--- config.mk ---
export PLATFORM = sky130hd
export DESIGN_NAME = peak_tracker
export DESIGN_NICKNAME = d
export VERILOG_FILES = /design/src/rtl/peak_pkg.sv /design/src/rtl/peak_tracker_cmp.sv /design/src/rtl/peak_tracker.sv
export SDC_FILE = /design/constraint.sdc
export NUM_CORES = 1
export LEC_CHECK = 0
export BUFFER_PORTS_ARGS = -buffer_cell sky130_fd_sc_hd__clkbuf_2
export CORE_ASPECT_RATIO = 0.6
export CORE_MARGIN = 2
export CORE_UTILIZATION = 25
export DETAILED_ROUTE_END_ITERATION = 6
export PLACE_DENSITY_LB_ADDON = 0.05
export SLEW_MARGIN = 20
export SYNTH_ARGS = -nofsm -noshare
export SYNTH_HDL_FRONTEND = slang
export SYNTH_HIERARCHICAL = 1
export SYNTH_SLANG_ARGS = --single-unit
--- constraint.sdc ---
create_clock -name clk -period 3.87 [get_ports clk]
set_input_delay 0 -clock clk [delete_from_list [all_inputs] [get_ports clk]]
set_output_delay 0 -clock clk [all_outputs]
set_load 0.02 [all_outputs]
--- src/rtl/peak_pkg.sv ---
// Shared types for the peak tracker slice: comparator width, FSM state
// encoding and the sample type.
package peak_pkg;

    localparam int CMP_W = 4;

    typedef enum logic {
        ACCUM  = 1'b0,
        REPORT = 1'b1
    } peak_state_t;

    typedef logic [CMP_W-1:0] sample_t;

endpackage

--- src/rtl/peak_tracker_cmp.sv ---
// 4-bit unsigned magnitude comparator: gt is high when a is strictly
// greater than b.
module peak_tracker_cmp
    import peak_pkg::*;
(
    input  logic [CMP_W-1:0] a,
    input  logic [CMP_W-1:0] b,
    output logic             gt
);

    assign gt = (a > b);

endmodule

--- src/rtl/peak_tracker.sv ---
// Windowed running-maximum tracker over WIN_LEN samples, reporting max and
// first index per window. Define PEAK_TRACKER_MIN_EN to also track the minimum.
module peak_tracker
    import peak_pkg::*;
#(
    parameter int DATA_W  = 4,
    parameter int WIN_LEN = 8,
    parameter int IDX_W   = $clog2(WIN_LEN)
) (
    input  logic              clk,
    input  logic              rst_n,
    input  logic              clear,
    input  logic              in_valid,
    output logic              in_ready,
    input  logic [DATA_W-1:0] in_data,
    output logic              out_valid,
    input  logic              out_ready,
    output logic [DATA_W-1:0] out_max,
    output logic [IDX_W-1:0]  out_idx,
    output logic [DATA_W-1:0] out_min,
    output logic              busy
);

    if (DATA_W != CMP_W) begin : g_bad_width
        $error("peak_tracker: DATA_W must equal the comparator width");
    end
    if ((WIN_LEN < 2) || (WIN_LEN > 256)) begin : g_bad_win
        $error("peak_tracker: WIN_LEN must be within 2..256");
    end

    localparam logic [IDX_W-1:0] LAST_IDX = IDX_W'(WIN_LEN - 1);

    peak_state_t      state_r;
    logic [IDX_W-1:0] count_r;
    sample_t          max_r;
    logic [IDX_W-1:0] idx_r;
    logic             accept_s;
    logic             first_s;
    logic             gt_max_s;

    assign accept_s = in_valid && (state_r == ACCUM);
    assign first_s  = (count_r == {IDX_W{1'b0}});

    // All magnitude decisions go through the shared comparator block.
    peak_tracker_cmp u_cmp_max (
        .a  (sample_t'(in_data)),
        .b  (max_r),
        .gt (gt_max_s)
    );

    // Window FSM and sample counter; clear outranks every handshake.
    always_ff @(posedge clk or negedge rst_n) begin
        if (!rst_n) begin
            state_r <= ACCUM;
            count_r <= {IDX_W{1'b0}};
        end else if (clear) begin
            state_r <= ACCUM;
            count_r <= {IDX_W{1'b0}};
        end else begin
            case (state_r)
                ACCUM: begin
                    if (accept_s) begin
                        if (count_r == LAST_IDX) begin
                            count_r <= {IDX_W{1'b0}};
                            state_r <= REPORT;
                        end else begin
                            count_r <= count_r + {{(IDX_W-1){1'b0}}, 1'b1};
                        end
                    end
                end
                REPORT: begin
                    if (out_ready) begin
                        state_r <= ACCUM;
                    end
                end
                default: begin
                    state_r <= ACCUM;
                    count_r <= {IDX_W{1'b0}};
                end
            endcase
        end
    end

    // Running maximum; ties keep the earlier index since they are not greater.
    always_ff @(posedge clk or negedge rst_n) begin
        if (!rst_n) begin
            max_r <= {CMP_W{1'b0}};
            idx_r <= {IDX_W{1'b0}};
        end else if (accept_s && !clear) begin
            if (first_s) begin
                max_r <= sample_t'(in_data);
                idx_r <= {IDX_W{1'b0}};
            end else if (gt_max_s) begin
                max_r <= sample_t'(in_data);
                idx_r <= count_r;
            end
        end
    end

`ifdef PEAK_TRACKER_MIN_EN
    sample_t min_r;
    logic    lt_min_s;

    peak_tracker_cmp u_cmp_min (
        .a  (min_r),
        .b  (sample_t'(in_data)),
        .gt (lt_min_s)
    );

    // Running minimum, loaded on the first sample and on strictly smaller ones.
    always_ff @(posedge clk or negedge rst_n) begin
        if (!rst_n) begin
            min_r <= {CMP_W{1'b0}};
        end else if (accept_s && !clear) begin
            if (first_s || lt_min_s) begin
                min_r <= sample_t'(in_data);
            end
        end
    end

    assign out_min = DATA_W'(min_r);
`else
    assign out_min = {DATA_W{1'b0}};
`endif

    assign in_ready  = (state_r == ACCUM);
    assign out_valid = (state_r == REPORT);
    assign out_max   = DATA_W'(max_r);
    assign out_idx   = idx_r;
    assign busy      = (count_r != {IDX_W{1'b0}}) || (state_r == REPORT);

endmodule

-- Yosys cells after proc, flatten, opt, wreduce, memory -nomap -nowiden
Index checks and enable logic that the tools add are counted.
- input bits: 9
- flip-flop bits (word level): 11
- logic and storage cells: 32
- output and inout bits: 14
- $lt $le $gt $ge: 1
- reductions and logical operators: 10
- $add $sub $neg: 1
- bitwise gates (word level): 1
- equality and inequality tests: 2
- mux-type cells: 13
- operators by type and width (kind ; number):
    2-to-1 mux 3 bit ; 6
    2-to-1 mux 4 bit ; 2
    greater-than comparator 4 bit ; 1
    2-to-1 mux 1 bit ; 4
    AND reduction 2 bit ; 2
    nonzero test 2 bit ; 2
    adder 3 x 1 -> 3 bit (second input constant) ; 1
    equality test 3 bit (second input constant) ; 1
    logical NOT 3 bit ; 1
    nonzero test 3 bit ; 1
    logical AND 1 bit ; 2
    inequality test 2 bit (second input constant) ; 1
    case mux 1 bit (2 select lines) ; 1
    logical NOT 1 bit ; 1
    logical OR 1 bit ; 1
    inverter 1 bit ; 1

-- Longest topological paths before layout
Gate-level depths: netlist of the first run.
- depth after elaboration: 5
- mapped depth: 7
- gate-level depth less buffers: 7

-- Modules after synthesis
The synthesis of the first run kept the hierarchy.
- by module, submodules not included (module ; area each (um^2) ; sequential area each (um^2) ; cells each ; times used):
    peak_tracker ; 571.8 ; 275.3 ; 47 ; 1
    peak_tracker_cmp ; 98.8 ; 0.0 ; 13 ; 1

-- Least setup slack after synthesis of the first run
No wires, ideal clock.
- path type: flip-flop to flip-flop
- start: register max_r[1] (netlist: out_max[1])
- end: register idx_r[0] (netlist: out_idx[0])
- data arrival time: 1.792 ns
- path buffers: 0
- library setup time: 0.125 ns
- data required time: 3.745 ns
- period minus slack after synthesis: 1.916 ns
- setup slack: 1.954 ns
- stages on the path, launching flop included: 8
- cells stage by stage: dfrtp_1 inv_1 ha_1 nor2b_1 o211ai_1 a21oi_1 o211ai_4 mux2_2
- word-level cells in the longest chain between the ends: 3
- RTL lines (what ; RTL line ; RTL):
    start, declared ; peak_tracker.sv:35 ; sample_t max_r;
    start signal, assigned ; peak_tracker.sv:87 ; max_r <= {CMP_W{1'b0}};
    start signal, assigned ; peak_tracker.sv:91 ; max_r <= sample_t'(in_data);
    start signal, assigned ; peak_tracker.sv:94 ; max_r <= sample_t'(in_data);
    greater-than comparator 4 bit ; peak_tracker_cmp.sv:11 ; assign gt = (a > b);
    via gt_max_s ; peak_tracker.sv:39 ; logic gt_max_s;
    nonzero test 2 bit (no line) ; - ;
    AND reduction 2 bit (no line) ; - ;
    end signal, assigned ; peak_tracker.sv:88 ; idx_r <= {IDX_W{1'b0}};
    end signal, assigned ; peak_tracker.sv:92 ; idx_r <= {IDX_W{1'b0}};
    end signal, assigned ; peak_tracker.sv:95 ; idx_r <= count_r;
    end, declared ; peak_tracker.sv:36 ; logic [IDX_W-1:0] idx_r;
The timed path passes the listed nets, and every way through them passes these cells.
A chain may end at the register's enable or synchronous reset.

-- Final worst setup path of the first run
- start: register max_r[1] (netlist: out_max[1])
- end: register max_r[1] (netlist: out_max[1])
- word-level cells in the longest chain between the ends: 3
- RTL lines (what ; RTL line):
    greater-than comparator 4 bit ; peak_tracker_cmp.sv:11
    via gt_max_s ; peak_tracker.sv:39
    nonzero test 2 bit (no line) ; -
    AND reduction 2 bit (no line) ; -
The timed path passes the listed nets, and every way through them passes these cells.

==> reports/results.tsv, run 1 <==
metric	value	unit
status	completed	
cts repair resizes	0	
synth warn	6	
critical-path maximum fanout	7	
Setup crit end kind	flop	
final setup TNS	0	ns
Critical Path RT	3.99	ns
die width	70.9	µm
Synth Instances	60	
fin. max-slew vios	0	
routed via count	465	
Iteration-0 DRC Markers	5	
DP Cell Count	108	
GRT Total Usage	0.0913	
P_leak	0.457	nW
Clk Latency, worst-skew pair	0.24	ns
first-pass GRT wire length	1980	µm
Max Clk Rate	527	MHz
commonest non-fill, non-tap cell in the layout	clkbuf_2	
Worst setup SP type	flop	
hold buffer count at CTS	2	
Post-Syn Area	671	µm²
global route total overflow	0	
Final Setup Violations	0	
Routed WL	1210	µm
commonest cells after routing, fill and taps aside	clkbuf_2 (18), dfrtp_1 (11), inv_1 (8)	
die footprint	3130	µm²
crit share post-route	0.490	
DR pass1 iterations	3	
CTS buffer count	3	
Synth cell types	19	
DR vias/cell	4.08	
r2r startpoint	out_max[1]$_DFFE_PN0P_	
Hold Path Depth	2	
CTS root buf	clkbuf_8	
fraction of layout cells with a size suffix above 1	0.390	
global placement routability congestion	0.680	
final hold vios	0	
Power Dens Cells	448	nW/µm²
H-tree levels	1	
Rows	14	
worst reg2reg setup slack	1.97	ns
number of diodes	0	
CTS tree	done	
clock buffer depth	2	
worst hold path class	in2reg	
hold wc startpoint	in_data[3]	
Worst Reg-to-Reg Cells	7	
register clock-pin slew on the reported worst setup and hold paths	0.05	ns
initial antenna violation count	0	
area grow syn2layout	24.6	%
Max IR drop VDD	0.000203	V
total power	0.000374	W
post-route minimum period	1.90	ns
Synth Area per Inst	11.2	µm²
reg-to-reg endpoint	out_max[1]$_DFFE_PN0P_	
Post-CTS Setup Repair Bufs	0	
fin cells	114	
Starting Density	0.266	
HPWL after DPL	989	µm
sequential area share after synthesis	0.410	
RSZ-0062 raised after global routing	no	
crit path kind	reg2reg	
num ports	23	
CTS sink count	11	
leading area contributor after synthesis	dfrtp_1	
NumNets Final	99	
die height	44.1	µm
Seq cells post-synth	11	
clk_skew	0.00352	ns
area fraction of the dominant cell type after synthesis	0.410	
largest net degree at the start of global routing	12	
CP Data Arrival Time	2.02	ns
Final ANT Viol Nets	0	
Max-Cap Viols	0	
vias in the first global route	409	
top cells by area, synth	dfrtp_1 (41%), ha_1 (13%), mux2_2 (10%), mux2i_1 (4.5%), buf_4 (4.5%)	
DR WL/cell	10.6	µm
core area	2520	µm²
Post-route DRC	0	
WHS Endpoint	out_max[3]$_DFFE_PN0P_	
IO buf count	18	
## critical path, cell delays in order, from the launching register on
cell,delay (ns)
dfrtp_1,0.35
inv_1,0.05
ha_1,0.27
nor2b_1,0.13
o211ai_1,0.15
a21oi_1,0.12
o211ai_4,0.33
mux2_2,0.37
## metrics by stage
step	hold WS, ns	setup WS, ns	utilization	cell area [µm²]
after floorplan	-0.296	1.95	-	682
after global placement	-0.103	1.99	0.306	771
after detailed placement	-0.0943	1.96	0.306	771
after CTS	0.00202	1.95	0.331	836
after global routing	0.00213	1.82	0.331	836
final	0.00859	1.97	0.331	836
## Yosys cell counts
cell / instances
mux2_4: 1
buf_4: 4
and4_2: 1
nor2b_1: 2
buf_6: 1
nand2_1: 1
conb_1: 1
dfrtp_1: 11
ha_1: 7
a21oi_1: 2
mux2i_1: 3
o211ai_1: 1
nor2_1: 7
nor2b_2: 1
o211ai_4: 1
mux2_2: 6
inv_1: 8
nor2b_4: 1
a31oi_1: 1
## cell type report
type	instances	area, µm²
Clock buffer	4	45.0
Fill cell	266	1690
Inverter	8	30.0
Multi-Input combinational cell	39	335
Sequential cell	11	275
Tap cell	32	40.0
Timing Repair Buffer	20	110
## cell families (layout without fill, tap and decap cells)
family / Yosys count / count (layout) / synth area share
AOI/OAI and AO/OA: 5 / 5 / 0.0672
adders and majority gates: 7 / 7 / 0.131
buffers and inverters: 13 / 32 / 0.106
DFF: 11 / 11 / 0.410
muxes: 10 / 10 / 0.168
other: 1 / 4 / 0.00559
and+or+nand+nor: 13 / 13 / 0.112
## worst max path at each step
stage,from,to,cells past startpoint
6_report,out_max[1]$_DFFE_PN0P_,out_max[1]$_DFFE_PN0P_,7
5_1_grt,out_max[1]$_DFFE_PN0P_,out_max[0]$_DFFE_PN0P_,7
4_1_cts,out_max[1]$_DFFE_PN0P_,out_max[1]$_DFFE_PN0P_,7
3_5_place_dp,out_max[1]$_DFFE_PN0P_,out_max[2]$_DFFE_PN0P_,7
3_3_place_gp,out_max[1]$_DFFE_PN0P_,out_max[0]$_DFFE_PN0P_,7
2_1_floorplan,out_max[1]$_DFFE_PN0P_,out_idx[0]$_DFFE_PN0P_,7
## where the power goes
group          switching [W]  total, W  internal, W
combinational      0.0000649  0.000116    0.0000509
sequential         0.0000108  0.000142     0.000131
clock              0.0000443  0.000117    0.0000724
total               0.000120  0.000374     0.000254
## state kept, by name, summed over array words and instances, names as in the netlist
register,cells
count_r,3
out_idx,3
out_max,4
out_valid,1
## metal layers
layer | vias to the layer above | wire (µm) | track usage
met2 | 15 | 446 | 0.107
met5 | - | 0 | 0
met1 | 216 | 660 | 0.126
met3 | 0 | 98 | 0.0569
met4 | 0 | 0 | 0.0453
li1 | 234 | - | -
Note: power is estimated with default switching activity, not from simulation.
==> inputs of run 2 (changes only) <==
clock period = 1.7 ns   (was 3.87 ns; I/O delays follow)
==> run 2 against run 1 <==
Effect of this change:
- the run now ends with negative setup slack left
- critical path depth up 1
- cell count up 6.1%
- sequential cell count unchanged
- critical path type unchanged
- largest cell class unchanged
- highest routed layer is now met4
==> reports/results.tsv, run 2 (same netlist as run 1, synthesis figures left out) <==
metric	value	unit	change
HPWL after DPL	1060	µm	+7.1%
Final ANT Viol Nets	0		unchanged
Routed WL	1460	µm	+21%
area grow syn2layout	42.0	%	
register clock-pin slew on the reported worst setup and hold paths	0.05	ns	about the same
NumNets Final	106		+7.1%
NetSw	0.000308	W	+160%
reg-to-reg endpoint	out_max[2]$_DFFE_PN0P_		
top sig layer	met4		
Critical Path RT	1.82	ns	-2.17 ns
Gate power share	0.394		+0.085
Fillers	268		+0.75%
CTS sink count	11		unchanged
Setup crit end kind	flop		
critical path's top delay family	compound AO/OA/AOI/OAI gates		
fin cells	121		+6.1%
GRT Total Usage	0.108		+0.0164
num ports	23		unchanged
Met1 Wirelength	728	µm	+10%
commonest cells after routing, fill and taps aside	clkbuf_2 (18), dfrtp_1 (10), inv_1 (7), nor2_1 (7), mux2_4 (7)		
RSZ-0062 raised after global routing	yes		
global route total overflow	0		unchanged
post-route minimum period	1.80	ns	-0.0950 ns
DP Cell Count	114		+5.6%
critical-path maximum fanout	7		unchanged
Max IR drop VDD	0.000399	V	+97%
die height	44.1	µm	unchanged
Net Sw Frac	0.319		-0.00187
first-pass GRT wire length	2440	µm	+23%
initial antenna violation count	0		unchanged
fin. max-slew vios	0		unchanged
DR WL/cell	12.0	µm	+14%
crit path kind	reg2reg		
routed wl met2	617	µm	+38%
Power Dens Cells	1020	nW/µm²	+130%
largest net degree at the start of global routing	12		unchanged
Post-route DRC	0		unchanged
die footprint	3130	µm²	unchanged
IO buf count	18		unchanged
final hold vios	0		unchanged
WP buf/inv	2		+1
Worst Setup SP	out_max[1]$_DFFE_PN0P_		
H-tree levels	1		unchanged
Final Setup Violations	7		+7
vias in the first global route	508		+24%
die width	70.9	µm	unchanged
final instance area	952	µm²	+14%
core area	2520	µm²	unchanged
Clk Latency, worst-skew pair	0.24	ns	about the same
DR pass1 iterations	2		-1
DR vias/cell	4.08		about the same
crit share post-route	1.06		+0.570
Seq pwr share	0.331		-0.048
Starting Density	0.266		unchanged
Critical-path top delay cell	dfrtp_2		
worst reg2reg setup slack	-0.10	ns	-2.07 ns
global placement routability congestion	0.664		-2.3%
Max-Cap Viols	0		unchanged
P_leak	0.524	nW	+15%
CP cell instances	inv_2, ha_4, nor2b_4, o211ai_1, a21oi_2, o211ai_4, buf_12, mux2_4		
Setup WS pre-CTS	-0.177	ns	-2.13 ns
multi-input logic area	385	µm²	+15%
clk_skew	0.00194	ns	-0.00157 ns
dpl cell area	817	µm²	+6.0%
status	finished with violations		
Max Clk Rate	555	MHz	+5.3%
met3 WL	105	µm	+7.1%
clock buffer depth	2		unchanged
register area	277	µm²	+0.45%
Rows	14		unchanged
critical path depth	8		+1
failing checks	negative setup slack		
number of diodes	0		unchanged
routed via count	494		+6.2%
commonest non-fill, non-tap cell in the layout	clkbuf_2		
clock network fraction of total power	0.275		-0.037
max reg flops	4		unchanged
CTS tree	done		
Worst setup SP type	flop		
CTS buffer count	3		unchanged
worst setup path endpoint	out_max[2]$_DFFE_PN0P_		
Iteration-0 DRC Markers	4		-1
fraction of layout cells with a size suffix above 1	0.506		+0.115
P_int	0.000659	W	+160%
r2r startpoint	out_max[1]$_DFFE_PN0P_		
CTS root buf	clkbuf_8		
setup ws final	-0.103	ns	-2.07 ns
CP max stage delay	0.40	ns	+0.03 ns
worst hold path class	in2reg		
total power	0.000967	W	+160%
CP Data Arrival Time	1.92	ns	-0.10 ns
Worst Reg-to-Reg Cells	8		+1
[run 2: cell type report]
type	instances	area share
clock buffer	4	0.0473
inverter	8	0.0315
timing repair buffer	27	0.184
sequential	11	0.290
tap	32	0.0420
multi-input combinational	39	0.405
[run 2: worst min path at each step]
stage / startpoint / end / slack, ns / cells after the start
after floorplan: rst_n / count_r[0]$_DFFE_PN0P_ / -0.30 / 0
after global routing: in_data[3] / out_max[3]$_DFFE_PN0P_ / 0.004 / 2
after CTS: in_data[3] / out_max[3]$_DFFE_PN0P_ / 0.007 / 2
final: in_data[3] / out_max[3]$_DFFE_PN0P_ / 0.01 / 2
after global placement: rst_n / out_idx[1]$_DFFE_PN0P_ / -0.1 / 1
after detailed placement: rst_n / out_valid$_DFF_PN0_ / -0.1 / 1
[run 2: metal layers]
metal / track usage / up-vias
li1: - / 248
met1: 0.137 / 229
met2: 0.164 / 15
met3: 0.0569 / 2
met4: 0.0226 / 0
met5: 0 / -
[run 2: worst register-to-register path, stage by stage, from the launching register on]
cell and delay [ns]:
dfrtp_2 0.40, inv_2 0.06, ha_4 0.19, nor2b_4 0.11, o211ai_1 0.18, a21oi_2 0.09, o211ai_4 0.19, buf_12 0.16
mux2_4 0.30
[run 2: metrics by stage]
stage                     hold slack [ns]   util  TNS, ns
after global routing              0.00435  0.377    -1.15
after CTS                         0.00732  0.373    -1.03
after global placement            -0.0998  0.324    -1.12
final                              0.0137  0.377   -0.668
after detailed placement          -0.0964  0.324    -1.17
after floorplan                    -0.296      -   -0.943
[run 2: power groups by stage]
| stage | Clock (W) | Sequential, W | Combinational (W) |
|---|---|---|---|
| finish | 0.000266 | 0.000320 | 0.000381 |
| global route | 0.000298 | 0.000326 | 0.000416 |
| CTS | 0.000278 | 0.000320 | 0.000361 |
| detailed placement | 0 | 0.000323 | 0.000311 |
| global placement | 0 | 0.000323 | 0.000313 |
| floorplan | 0 | 0.000367 | 0.000153 |
[run 2: repair_timing]
item / CTS / global route
pin swaps: 4 / 4
setup buffers: 1 / 0
gates cloned: 0 / 0
resized for setup: 9 / 2
hold endpoints to repair: 12 / 0
setup endpoints to repair: 7 / 7
hold buffers: 2 / 0
